## config.mk

```make
export PLATFORM = sky130hd
export DESIGN_NAME = keypad_entry
export DESIGN_NICKNAME = d
export VERILOG_FILES = /design/src/rtl/keypad_entry.sv
export SDC_FILE = /design/constraint.sdc
export NUM_CORES = 1
export LEC_CHECK = 0
export BUFFER_PORTS_ARGS = -buffer_cell sky130_fd_sc_hd__buf_2
export CAP_MARGIN = 20
export CORE_AREA = 5 5 104 106
export DETAILED_ROUTE_END_ITERATION = 7
export DIE_AREA = 0 0 109 111
export GPL_TIMING_DRIVEN = 0
export PLACE_DENSITY = 0.57
export SYNTH_ARGS = -nofsm -noshare
export SYNTH_HDL_FRONTEND = slang
export SYNTH_SLANG_ARGS = --single-unit
```

## constraint.sdc

```tcl
create_clock -name sys_clk -period 2.95 [get_ports sys_clk]
set_input_delay 0.59 -clock sys_clk [delete_from_list [all_inputs] [get_ports sys_clk]]
set_output_delay 0.59 -clock sys_clk [all_outputs]
set_load 0.005 [all_outputs]
```

## src/rtl/keypad_entry.sv

```systemverilog
// keypad_entry: debounced keypad entry with backspace/enter, passcode compare
// and a timed lockout after repeated failures.
// Optional build macro KEYPAD_MASK_EN: when defined, the entry output shows 4'hE
// for each occupied nibble and 0 elsewhere. The internal compare always uses
// the real digits.
module keypad_entry #(
    parameter int                  DIGITS      = 4,
    parameter logic [4*DIGITS-1:0] PASSCODE    = 16'h1234,
    parameter int                  DEB_CYCLES  = 4000,
    parameter int                  MAX_FAIL    = 3,
    parameter int                  LOCK_CYCLES = 100000000
) (
    input  logic                         sys_clk,
    input  logic                         sys_rst_n,
    input  logic [3:0]                   key_code,
    output logic                         key_valid,
    output logic [4*DIGITS-1:0]          entry,
    output logic [$clog2(DIGITS+1)-1:0]  entry_len,
    output logic                         pass,
    output logic                         fail,
    output logic                         lockout
);

    localparam int ENTRY_W = 4 * DIGITS;
    localparam int LEN_W   = $clog2(DIGITS + 1);
    localparam int DEB_W   = (DEB_CYCLES > 1) ? $clog2(DEB_CYCLES) : 1;
    localparam int LOCK_W  = (LOCK_CYCLES > 1) ? $clog2(LOCK_CYCLES) : 1;
    localparam int FCNT_W  = $clog2(MAX_FAIL + 1);

    localparam logic [DEB_W-1:0]  DEB_MAX  = DEB_W'(DEB_CYCLES - 1);
    localparam logic [LOCK_W-1:0] LOCK_MAX = LOCK_W'(LOCK_CYCLES - 1);
    localparam logic [LEN_W-1:0]  LEN_FULL = LEN_W'(DIGITS);

    typedef enum logic [1:0] {
        ST_ARMED  = 2'd0,
        ST_HELD   = 2'd1,
        ST_LOCKED = 2'd2
    } state_t;

    state_t              state_q, state_d;
    logic [3:0]          sync1_q, ks_q;
    logic [DEB_W-1:0]    deb_cnt_q, deb_cnt_d;
    logic [ENTRY_W-1:0]  entry_q, entry_d;
    logic [LEN_W-1:0]    len_q, len_d;
    logic [FCNT_W-1:0]   fail_cnt_q, fail_cnt_d;
    logic [LOCK_W-1:0]   lock_cnt_q, lock_cnt_d;
    logic                key_valid_q, key_valid_d;
    logic                pass_q, pass_d;
    logic                fail_q, fail_d;
    logic                lockout_q, lockout_d;

    logic                stable;
    logic                accept;
    logic                is_digit, is_bksp, is_enter, mapped;
    logic [3:0]          digit_val;

    // Two-flop synchroniser; idles at "no key" so reset never looks like a press.
    always_ff @(posedge sys_clk or negedge sys_rst_n) begin
        if (!sys_rst_n) begin
            sync1_q <= 4'hF;
            ks_q    <= 4'hF;
        end else begin
            sync1_q <= key_code;
            ks_q    <= sync1_q;
        end
    end

    // Stability counter aligned with ks_q: it reads 0 on the cycle ks_q takes a
    // new value, so "stable" can never be inherited from the previous code.
    always_comb begin
        deb_cnt_d = deb_cnt_q;
        if (sync1_q != ks_q) begin
            deb_cnt_d = '0;
        end else if (deb_cnt_q != DEB_MAX) begin
            deb_cnt_d = deb_cnt_q + DEB_W'(1);
        end
    end

    assign stable = (deb_cnt_q == DEB_MAX);

    // Key map: digits 1-9 and B (=0), A backspace, C enter; 0/D/E/F unmapped.
    always_comb begin
        is_digit  = 1'b0;
        is_bksp   = 1'b0;
        is_enter  = 1'b0;
        digit_val = 4'h0;
        case (ks_q)
            4'h1, 4'h2, 4'h3, 4'h4, 4'h5,
            4'h6, 4'h7, 4'h8, 4'h9: begin
                is_digit  = 1'b1;
                digit_val = ks_q;
            end
            4'hB:    is_digit = 1'b1;
            4'hA:    is_bksp  = 1'b1;
            4'hC:    is_enter = 1'b1;
            default: ;
        endcase
    end

    assign mapped = is_digit | is_bksp | is_enter;

    // Next-state logic: press/release FSM, lockout timer and entry datapath.
    always_comb begin
        state_d     = state_q;
        entry_d     = entry_q;
        len_d       = len_q;
        fail_cnt_d  = fail_cnt_q;
        lock_cnt_d  = lock_cnt_q;
        key_valid_d = 1'b0;
        pass_d      = 1'b0;
        fail_d      = 1'b0;
        lockout_d   = lockout_q;
        accept      = 1'b0;

        case (state_q)
            ST_ARMED: begin
                // Unmapped codes still move to HELD so they need a release too.
                if (stable && (ks_q != 4'hF)) begin
                    state_d = ST_HELD;
                    accept  = mapped;
                end
            end
            ST_HELD: begin
                if (stable && (ks_q == 4'hF)) begin
                    state_d = ST_ARMED;
                end
            end
            ST_LOCKED: begin
                // Exit through HELD so a key held across the lockout is not taken.
                if (lock_cnt_q == LOCK_MAX) begin
                    lock_cnt_d = '0;
                    fail_cnt_d = '0;
                    lockout_d  = 1'b0;
                    state_d    = ST_HELD;
                end else begin
                    lock_cnt_d = lock_cnt_q + LOCK_W'(1);
                end
            end
            default: state_d = ST_ARMED;
        endcase

        if (accept) begin
            key_valid_d = 1'b1;
            if (is_digit) begin
                if (len_q < LEN_FULL) begin
                    entry_d = (entry_q << 4) | ENTRY_W'(digit_val);
                    len_d   = len_q + LEN_W'(1);
                end
            end else if (is_bksp) begin
                if (len_q != '0) begin
                    entry_d = entry_q >> 4;
                    len_d   = len_q - LEN_W'(1);
                end
            end else begin
                entry_d = '0;
                len_d   = '0;
                if ((len_q == LEN_FULL) && (entry_q == PASSCODE)) begin
                    pass_d     = 1'b1;
                    fail_cnt_d = '0;
                end else begin
                    fail_d = 1'b1;
                    if (fail_cnt_q == FCNT_W'(MAX_FAIL - 1)) begin
                        fail_cnt_d = FCNT_W'(MAX_FAIL);
                        lockout_d  = 1'b1;
                        lock_cnt_d = '0;
                        state_d    = ST_LOCKED;
                    end else begin
                        fail_cnt_d = fail_cnt_q + FCNT_W'(1);
                    end
                end
            end
        end
    end

    // FSM state register.
    always_ff @(posedge sys_clk or negedge sys_rst_n) begin
        if (!sys_rst_n) begin
            state_q <= ST_ARMED;
        end else begin
            state_q <= state_d;
        end
    end

    // Datapath and output pulse registers.
    always_ff @(posedge sys_clk or negedge sys_rst_n) begin
        if (!sys_rst_n) begin
            deb_cnt_q   <= '0;
            entry_q     <= '0;
            len_q       <= '0;
            fail_cnt_q  <= '0;
            lock_cnt_q  <= '0;
            key_valid_q <= 1'b0;
            pass_q      <= 1'b0;
            fail_q      <= 1'b0;
            lockout_q   <= 1'b0;
        end else begin
            deb_cnt_q   <= deb_cnt_d;
            entry_q     <= entry_d;
            len_q       <= len_d;
            fail_cnt_q  <= fail_cnt_d;
            lock_cnt_q  <= lock_cnt_d;
            key_valid_q <= key_valid_d;
            pass_q      <= pass_d;
            fail_q      <= fail_d;
            lockout_q   <= lockout_d;
        end
    end

`ifdef KEYPAD_MASK_EN
    genvar gi;
    generate
        for (gi = 0; gi < DIGITS; gi++) begin : g_mask
            assign entry[4*gi +: 4] = (LEN_W'(gi) < len_q) ? 4'hE : 4'h0;
        end
    endgenerate
`else
    assign entry = entry_q;
`endif

    assign key_valid = key_valid_q;
    assign entry_len = len_q;
    assign pass      = pass_q;
    assign fail      = fail_q;
    assign lockout   = lockout_q;

endmodule

```

==> metrics.cfg, run 1 <==
[status]
outcome=complete, no violations

[cells_and_area]
drive_gt1_share_pct=20.2
final_cell_mix=dfrtp_1, nor2_1, buf_2
syn_to_final_growth_pct=15.6
fillers=923
final_common_cell=dfrtp_1
design_area_um2=4360
stdcell_count=543
num-nets-final=418
n_antenna_cell=0

[timing]
fin_crit_ns=2.45
fin_crit_sh_pct=83.1
hold_ws_ns=0.0953
tightest_slew_ns=0.630
tns_ns=0
clock-skew-final_ns=0.0118
final-max-slew-violation-count=0
setup_violations=0
fmax_ghz=0.408
slew_headroom_pct=57.8
rsz0062_at_grt=no
hold_viol_final=0

[critical_path]
rr_startpoint=entry_len[0]
arrival_ns=2.67
crit_path_max_fanout=5
required_ns=3.17
crit_path_start=entry_len[0]
cp-start-kind=flop
worstSetupEndpointType=flop
worstSetupPathType=flop to flop
r2r_slack_ns=0.50

[synth]
synth_edf_count=0
synth_area_leaders=dfrtp_1, xnor2_1, dfstp_2
yosysTopAreaCell=dfrtp_1
synthArstFlopShare_pct=100
ys_warn_count=0
ys.flop_type=dfrtp_1
syn_nets=378
synth_top_area_share_pct=43.8
yosysSeqAreaShare_pct=49.4
syn_inst=365
synth_area_per_cell_um2=10.3
ys_ff_latch=74
ys_types=50
syn-cell-area_um2=3770

[global_route]
grtUsageMet2_pct=22.6
grt_overflow=0
grt_max_degree=61
antenna_found_initial=0
met1_usage_pct=18.2
grt-busiest-layer=met2
track_usage_pct=13.9
grt_pass1_wl_mm=13.6
met3_usage_pct=3.96
grt_pass1_vias=2760

[clock_network]
cts_buffers=9
cts_hold_buf=0
cts.clk_slew.worst_paths_ns=0.08
postCtsSetupBuffers=0
clk_latency_ns=0.35
cts.path.max_buffers=2
clock_sinks=74
cts_tree=built
cts_htree_levels=3
ctsResizeCount=0
root_buffer=clkbuf_8

[power]
irDropWorstVdd_uv=241
powerDensity_nw_per_um2=477
p_leak_uw=0.00192

[placed_design]
place_area_um2=4100
dpl.hpwl_mm=5.69
dp_cells=527
portBuffers=28
place_congestion=0.773

[die]
fp.coreArea_um2=9680
die_w_um=109
num_rows=36
die_h_um=111
dieArea_um2=12100
initial_utilization_pct=38.9
io_pins=29

[worst_hold_path]
min_path_type=input port to async pin

[drt]
ant_nets=0
routedWlPerCell_um=14.7
drtPass1Iterations=4
drc=0
viasPerCell=5.17
drt_iter0_markers=114
drt-total-wl_mm=7.97
num_vias=2810

[flow_run]
max-cap-violations=0

## state kept, by name, indices dropped and copies added (netlist names)
name        count
fail            1
entry_len       3
state_q         2
pass            1
ks_q            4
lock_cnt_q     27
key_valid       1
fail_cnt_q      2
entry          16
lockout         1
deb_cnt_q      12
sync1_q         4
## final cells by class
type                       instances  area, um2  share of cell area (%)
buffer                            14       77.6                    1.78
tap                              133        166                    3.82
sequential                        74       1860                    42.7
timing repair buffer              29        170                    3.91
clock inverter                     4       97.6                    2.24
inverter                          12       45.0                    1.03
clock buffer                      12        155                    3.56
multi-input combinational        265       1780                    40.9
## cell usage after synthesis, types with 2 or more instances
master	n
o31ai_1	2
nor3b_1	2
or2_2	3
nand4_1	16
xnor2_1	27
nor4b_1	4
nor4_1	6
clkbuf_1	3
inv_1	12
buf_1	4
nor3b_2	2
a22o_1	9
and4_1	6
a21oi_1	7
dfrtp_1	66
nor3_1	13
nand3_1	18
mux2i_1	4
a31oi_1	2
and4b_1	2
o21ai_0	9
nand2b_1	2
ha_1	7
nand2_1	26
mux2_2	8
buf_2	5
and2_1	2
and3_1	8
nor2_1	48
dfstp_2	8
mux2_4	4
nor4bb_1	2
a211oi_1	3
xor2_1	9
## worst max-delay path: stages (launching register included)
cell      delay [ns]
dfrtp_1         0.42
inv_1           0.11
ha_1            0.18
ha_1            0.16
nor4bb_1        0.34
nand2_1         0.09
nor3_1          0.53
nor3b_2         0.18
or2_2           0.32
## per-stage QoR
stage	utilization [%]	power [uW]	setup WS, ns
after detailed placement	42.4	1120	0.496
after global routing	45.0	2170	0.299
after CTS	45.0	2120	0.456
after global placement	42.1	1110	0.565
final	45.0	2080	0.498
after floorplan	-	1080	0.843
## power breakdown
part | switching, uW | internal (uW) | leakage, uW
registers | 4.11 | 1020 | 0.00101
clock network | 374 | 609 | 0.000123
logic | 46.1 | 21.6 | 0.000789
total | 425 | 1650 | 0.00192
## metal layers
metal  wire (um)  vias up
met1        3760     1382
li1            -     1379
met3         239        7
met5           0        -
met4          85        0
met2        3890       42
## kinds of logic after synthesis
family / share of synthesized area (%)
compound gates: 7.74
xor+xnor: 8.37
fa+ha+maj: 2.32
simple gates: 23.8
buf+inv: 3.25
flops: 49.4
mux: 5.05
## final timing paths
check                                to  cells after the start
max                          state_q[1]                      8
min                        deb_cnt_q[8]                      1
max reg2reg                  state_q[1]                      8
min reg2reg                     ks_q[0]                      0
max in group asynchronous    sync1_q[2]                      2
min in group sys_clk         sync1_q[3]                      1
Note: power is estimated with default switching activity, not from simulation.
==> run 2, diff against run 1 <==
==> constraint.sdc (replaced) <==
create_clock -name sys_clk -period 2.45 [get_ports sys_clk]
set_input_delay 0.49 -clock sys_clk [delete_from_list [all_inputs] [get_ports sys_clk]]
set_output_delay 0.49 -clock sys_clk [all_outputs]
set_load 0.005 [all_outputs]
==> run 2 against run 1 <==
  * Non-clock buffer count increased by 1
  * Design area increased by 0.83%
  * Via count increased by 0.50%
  * Combinational power increased by 23%
  * Core utilization increased by 0.37 points
  * Count of clock-buffer cells in the layout unchanged
  * Clock power increased by 20%
  * Critical path depth decreased by 2
  * Maximum frequency increased by 7.0%
  * Clock skew decreased by 0.0020 ns
  * Routed wire length increased by 0.13%
==> metrics.cfg, run 2 (synthesis gave the netlist of run 1 again) <==
[die]
dieArea_um2=12100
die_w_um=109
initial_utilization_pct=38.9
num_rows=36
io_pins=29
fp.coreArea_um2=9680
die_h_um=111

[timing]
fin_crit_ns=2.29
fin_crit_sh_pct=93.6
slew_headroom_pct=58.3
hold_ws_ns=0.240
tightest_slew_ns=0.622
clock-skew-final_ns=0.00977
rsz0062_at_grt=no
hold_viol_final=0
fmax_ghz=0.436
setup_violations=0
final-max-slew-violation-count=0

[cells_and_area]
fin_util_pct=45.4
drive_gt1_share_pct=21.4
syn_to_final_growth_pct=16.6
final_cell_mix=dfrtp_1, nor2_1, buf_2
multi_input_area_um2=1810
largest_reg_flops=27
num-nets-final=419
final_common_cell=dfrtp_1
regMostFlops=lock_cnt_q
n_antenna_cell=0
register_area_um2=1860
fillers=919

[critical_path]
arrival_ns=2.53
critPathBufInv=2
rr_startpoint=ks_q[2]
cp-start-kind=flop
required_ns=2.68
critical_path.top_delay_family=compound AO/OA/AOI/OAI gates
r2r_end=entry[10]
worstSetupEndpointType=flop
crit_path_max_incr_delay_ns=0.52
worstPathCellList=buf_2 -> and4bb_2 -> a211o_4 -> a21oi_4 -> buf_8 -> mux2_4
worstSetupPathType=flop to flop
r2r_slack_ns=0.16
reg2reg_depth=6
cp_slowest_cell=dfstp_2
crit_path_max_fanout=10

[global_route]
grt_pass1_vias=2766
grt_overflow=0
antenna_found_initial=0
grt_max_degree=61
grt_pass1_wl_mm=13.6
track_usage_pct=13.9

[status]
outcome=complete, no violations

[drt]
viasPerCell=5.19
drc=0
drtPass1Iterations=4
num_vias=2824
routedWlPerCell_um=14.7
drt-total-wl_mm=7.98
ant_nets=0
drt_iter0_markers=99

[worst_hold_path]
min_path_type=input port to flop
min_from=key_code[3]
min_to=sync1_q[3]
worstHoldPathCells=1

[power]
irDropWorstVdd_uv=289
powerDensity_nw_per_um2=571
p_leak_uw=0.00192

[placed_design]
portBuffers=28
place_congestion=0.773
dpl.hpwl_mm=5.69

[clock_network]
clock_sinks=74
cts_tree=built
cts.clk_slew.worst_paths_ns=0.08
postCtsSetupBuffers=0
root_buffer=clkbuf_8
cts.path.max_buffers=2
clk_latency_ns=0.34
cts_htree_levels=3
cts_buffers=9

[flow_run]
max-cap-violations=0

[run 2: cell type report]
type,count,area share (%)
buffer,14,1.77
clock buffer,12,3.53
clock inverter,4,2.22
inverter,12,1.03
multi-input combinational,265,41.2
sequential,74,42.4
tap,133,3.79
timing repair buffer,30,4.10
[run 2: how the worst max path moves through the flow]
stage                       from        endpoint  slack (ns)  cells past startpoint
floorplan                ks_q[2]       entry[10]        0.34                      6
global placement    entry_len[0]      state_q[1]        0.06                      8
detailed placement  entry_len[0]      state_q[1]      -0.004                      8
CTS                      ks_q[3]  lock_cnt_q[24]        0.10                      7
global route        deb_cnt_q[0]        entry[9]        0.06                      7
finish                   ks_q[2]       entry[10]        0.16                      6
[run 2: metal layers]
metal / vias to the layer above / track usage (%) / routed length, um
met1: 1383 / 18.3 / 3700
met3: 7 / 3.90 / 255
met5: - / 0 / 0
met4: 0 / 3.37 / 81
li1: 1381 / - / -
met2: 53 / 22.6 / 3950
[run 2: through the flow]
| step | total power (uW) | cells | area (um2) | setup TNS, ns | setup slack [ns] |
|---|---|---|---|---|---|
| 2_1_floorplan | 1300 | 365 | 3770 | 0 | 0.343 |
| 3_3_place_gp | 1340 | 526 | 4070 | 0 | 0.0646 |
| 3_5_place_dp | 1350 | 527 | 4100 | -0.00448 | -0.00448 |
| 4_1_cts | 2550 | 544 | 4370 | 0 | 0.101 |
| 5_1_grt | 2610 | 544 | 4390 | 0 | 0.0622 |
| 6_report | 2510 | 544 | 4390 | 0 | 0.157 |
[run 2: power by group]
| part | internal [uW] | leakage, uW | switching [uW] |
|---|---|---|---|
| Sequential | 1230 | 0.00101 | 4.99 |
| Clock | 733 | 0.000123 | 451 |
| Combinational | 27.2 | 0.000795 | 56.4 |
| Total | 1990 | 0.00192 | 512 |
[run 2: worst reg2reg max path: stages, from the launching register on]
cell and delay [ns]:
dfstp_2 0.52, buf_2 0.18, and4bb_2 0.31, a211o_4 0.37, a21oi_4 0.30, buf_8 0.20, mux2_4 0.30
[run 2: repair_timing]
action,CTS,global route
endpoints found under the setup margin,1,20
hold endpoints to repair,14,0
gates resized for setup,1,4
hold buffers,1,0
==> run 3, diff against run 2 <==
--- a/config.mk
+++ b/config.mk
@@ -7,11 +7,12 @@
 export LEC_CHECK = 0
 export BUFFER_PORTS_ARGS = -buffer_cell sky130_fd_sc_hd__buf_2
 export CAP_MARGIN = 20
-export CORE_AREA = 5 5 104 106
+export CORE_AREA = 2 2 101 103
 export DETAILED_ROUTE_END_ITERATION = 7
-export DIE_AREA = 0 0 109 111
+export DIE_AREA = 0 0 103 105
 export GPL_TIMING_DRIVEN = 0
 export PLACE_DENSITY = 0.57
+export REMOVE_ABC_BUFFERS = 1
 export SYNTH_ARGS = -nofsm -noshare
 export SYNTH_HDL_FRONTEND = slang
 export SYNTH_SLANG_ARGS = --single-unit
==> run 3 against run 2 <==
  * Design area down 2.7%
  * Power down 9.9%
  * Count of clock-buffer cells in the layout down 1
==> metrics.cfg, run 3 (synthesis gave the netlist of run 1 again) <==
[cells_and_area]
largest_reg_flops=27
fillers=944
drive_gt1_share_pct=20.4
fin_util_pct=44.4
n_antenna_cell=0
final_common_cell=dfrtp_1
final_cell_mix=dfrtp_1, nor2_1, xnor2_1, buf_2, nand2_1
regMostFlops=lock_cnt_q
syn_to_final_growth_pct=13.5
design_area_um2=4280
num-nets-final=406

[clock_network]
clk_latency_ns=0.35
cts_hold_buf=0
root_buffer=clkbuf_8
cts.clk_slew.worst_paths_ns=0.08
cts_tree=built
cts_htree_levels=3
cts.path.max_buffers=2
cts_buffers=9
clock_sinks=74

[global_route]
grt_pass1_vias=2727
grt_pass1_wl_mm=13.2
track_usage_pct=15.3
grt_max_degree=45
antenna_found_initial=0
grt_overflow=0

[drt]
routedWlPerCell_um=14.5
drt-total-wl_mm=7.70
viasPerCell=5.17
ant_nets=0
drtPass1Iterations=4
drt_iter0_markers=116
drc=0
num_vias=2743

[placed_design]
dpl.hpwl_mm=5.18
portBuffers=28
place_congestion=0.754
place_ws_ns=-0.197
place_area_um2=4030

[timing]
slew_headroom_pct=54.2
setup_violations=0
clock-skew-final_ns=0.0158
fmax_ghz=0.446
finalWorstSetupSlack_ns=0.210
tightest_slew_ns=0.683
fin_crit_sh_pct=91.4
hold_viol_final=0
tns_ns=0
final-max-slew-violation-count=0
fin_crit_ns=2.24
rsz0062_at_grt=no

[critical_path]
worstSetupPathType=flop to flop
crit_path_max_fanout=11
required_ns=2.73
crit_path_max_incr_delay_ns=0.64
cp_slowest_cell=dfstp_2
cp-start-kind=flop
arrival_ns=2.52
cp_common_cell=nand2_1
worstSetupEndpointType=flop
worstPathCellList=nand2_1 -> nor4b_1 -> nand2_1 -> nor3b_2 -> or2_2
critPathBufInv=0
critical_path.top_delay_family=simple AND/OR/NAND/NOR gates

[die]
die_w_um=103
num_rows=36
fp.coreArea_um2=9640
initial_utilization_pct=39.1
dieArea_um2=10800
io_pins=29
die_h_um=105

[power]
irDropWorstVdd_uv=227
powerDensity_nw_per_um2=528
p_leak_uw=0.00188

[flow_run]
max-cap-violations=0

[worst_hold_path]
min_path_type=input port to async pin

[status]
outcome=complete, no violations

[run 3: what timing repair did]
| action | CTS | global route |
|---|---|---|
| pin swaps | 0 | 0 |
| endpoints found under the hold margin | 0 | 0 |
| gates cloned | 0 | 0 |
| gates resized for setup | 2 | 3 |
| setup buffers | 0 | 2 |
| setup endpoints to repair | 25 | 37 |
[run 3: per-layer routing]
layer	vias to the layer above	routed length (um)	GRT usage, %
met5	-	0	0
met2	47	3670	23.6
met3	7	283	4.55
met1	1341	3670	20.9
met4	0	74	4.32
li1	1348	-	-
[run 3: worst paths after layout]
path                        startpoint              to  slack (ns)  depth (start not counted)
max                            ks_q[3]      state_q[1]        0.21                          5
min in group sys_clk       key_code[3]      sync1_q[3]        0.24                          1
min                          sys_rst_n  lock_cnt_q[12]        0.08                          1
max reg2reg                    ks_q[3]      state_q[1]        0.21                          5
max in group asynchronous    sys_rst_n         ks_q[2]        1.75                          2
min reg2reg                 sync1_q[1]         ks_q[1]        0.38                          0
[run 3: area by class of cell]
cell class | instances | area [um2] | area share (%)
Multi-Input combinational cell | 265 | 1810 | 42.3
Inverter | 12 | 45.0 | 1.05
Tap cell | 133 | 166 | 3.89
Clock buffer | 11 | 141 | 3.31
Sequential cell | 74 | 1860 | 43.5
Timing Repair Buffer | 31 | 198 | 4.62
Clock inverter | 5 | 55.1 | 1.29
[run 3: worst reg2reg max path: stages (launching register included)]
cell     delay [ns]
dfstp_2        0.64
nand2_1        0.16
nor4b_1        0.55
nand2_1        0.28
nor3b_2        0.38
or2_2          0.17
[run 3: stage by stage]
step | std cells | hold WS [ns] | power, uW
after detailed placement | 513 | 0.364 | 1340
final | 531 | 0.0752 | 2260
after global routing | 531 | 0.0835 | 2360
after global placement | 512 | 0.363 | 1330
after floorplan | 351 | 0.194 | 1300
after CTS | 529 | 0.0636 | 2310
[run 3: power by group]
part | total [uW] | switching (uW) | internal [uW] | leakage [uW]
Combinational | 68.4 | 46.8 | 21.6 | 0.000775
Clock | 943 | 448 | 495 | 0.0000953
Sequential | 1250 | 12.5 | 1230 | 0.00101
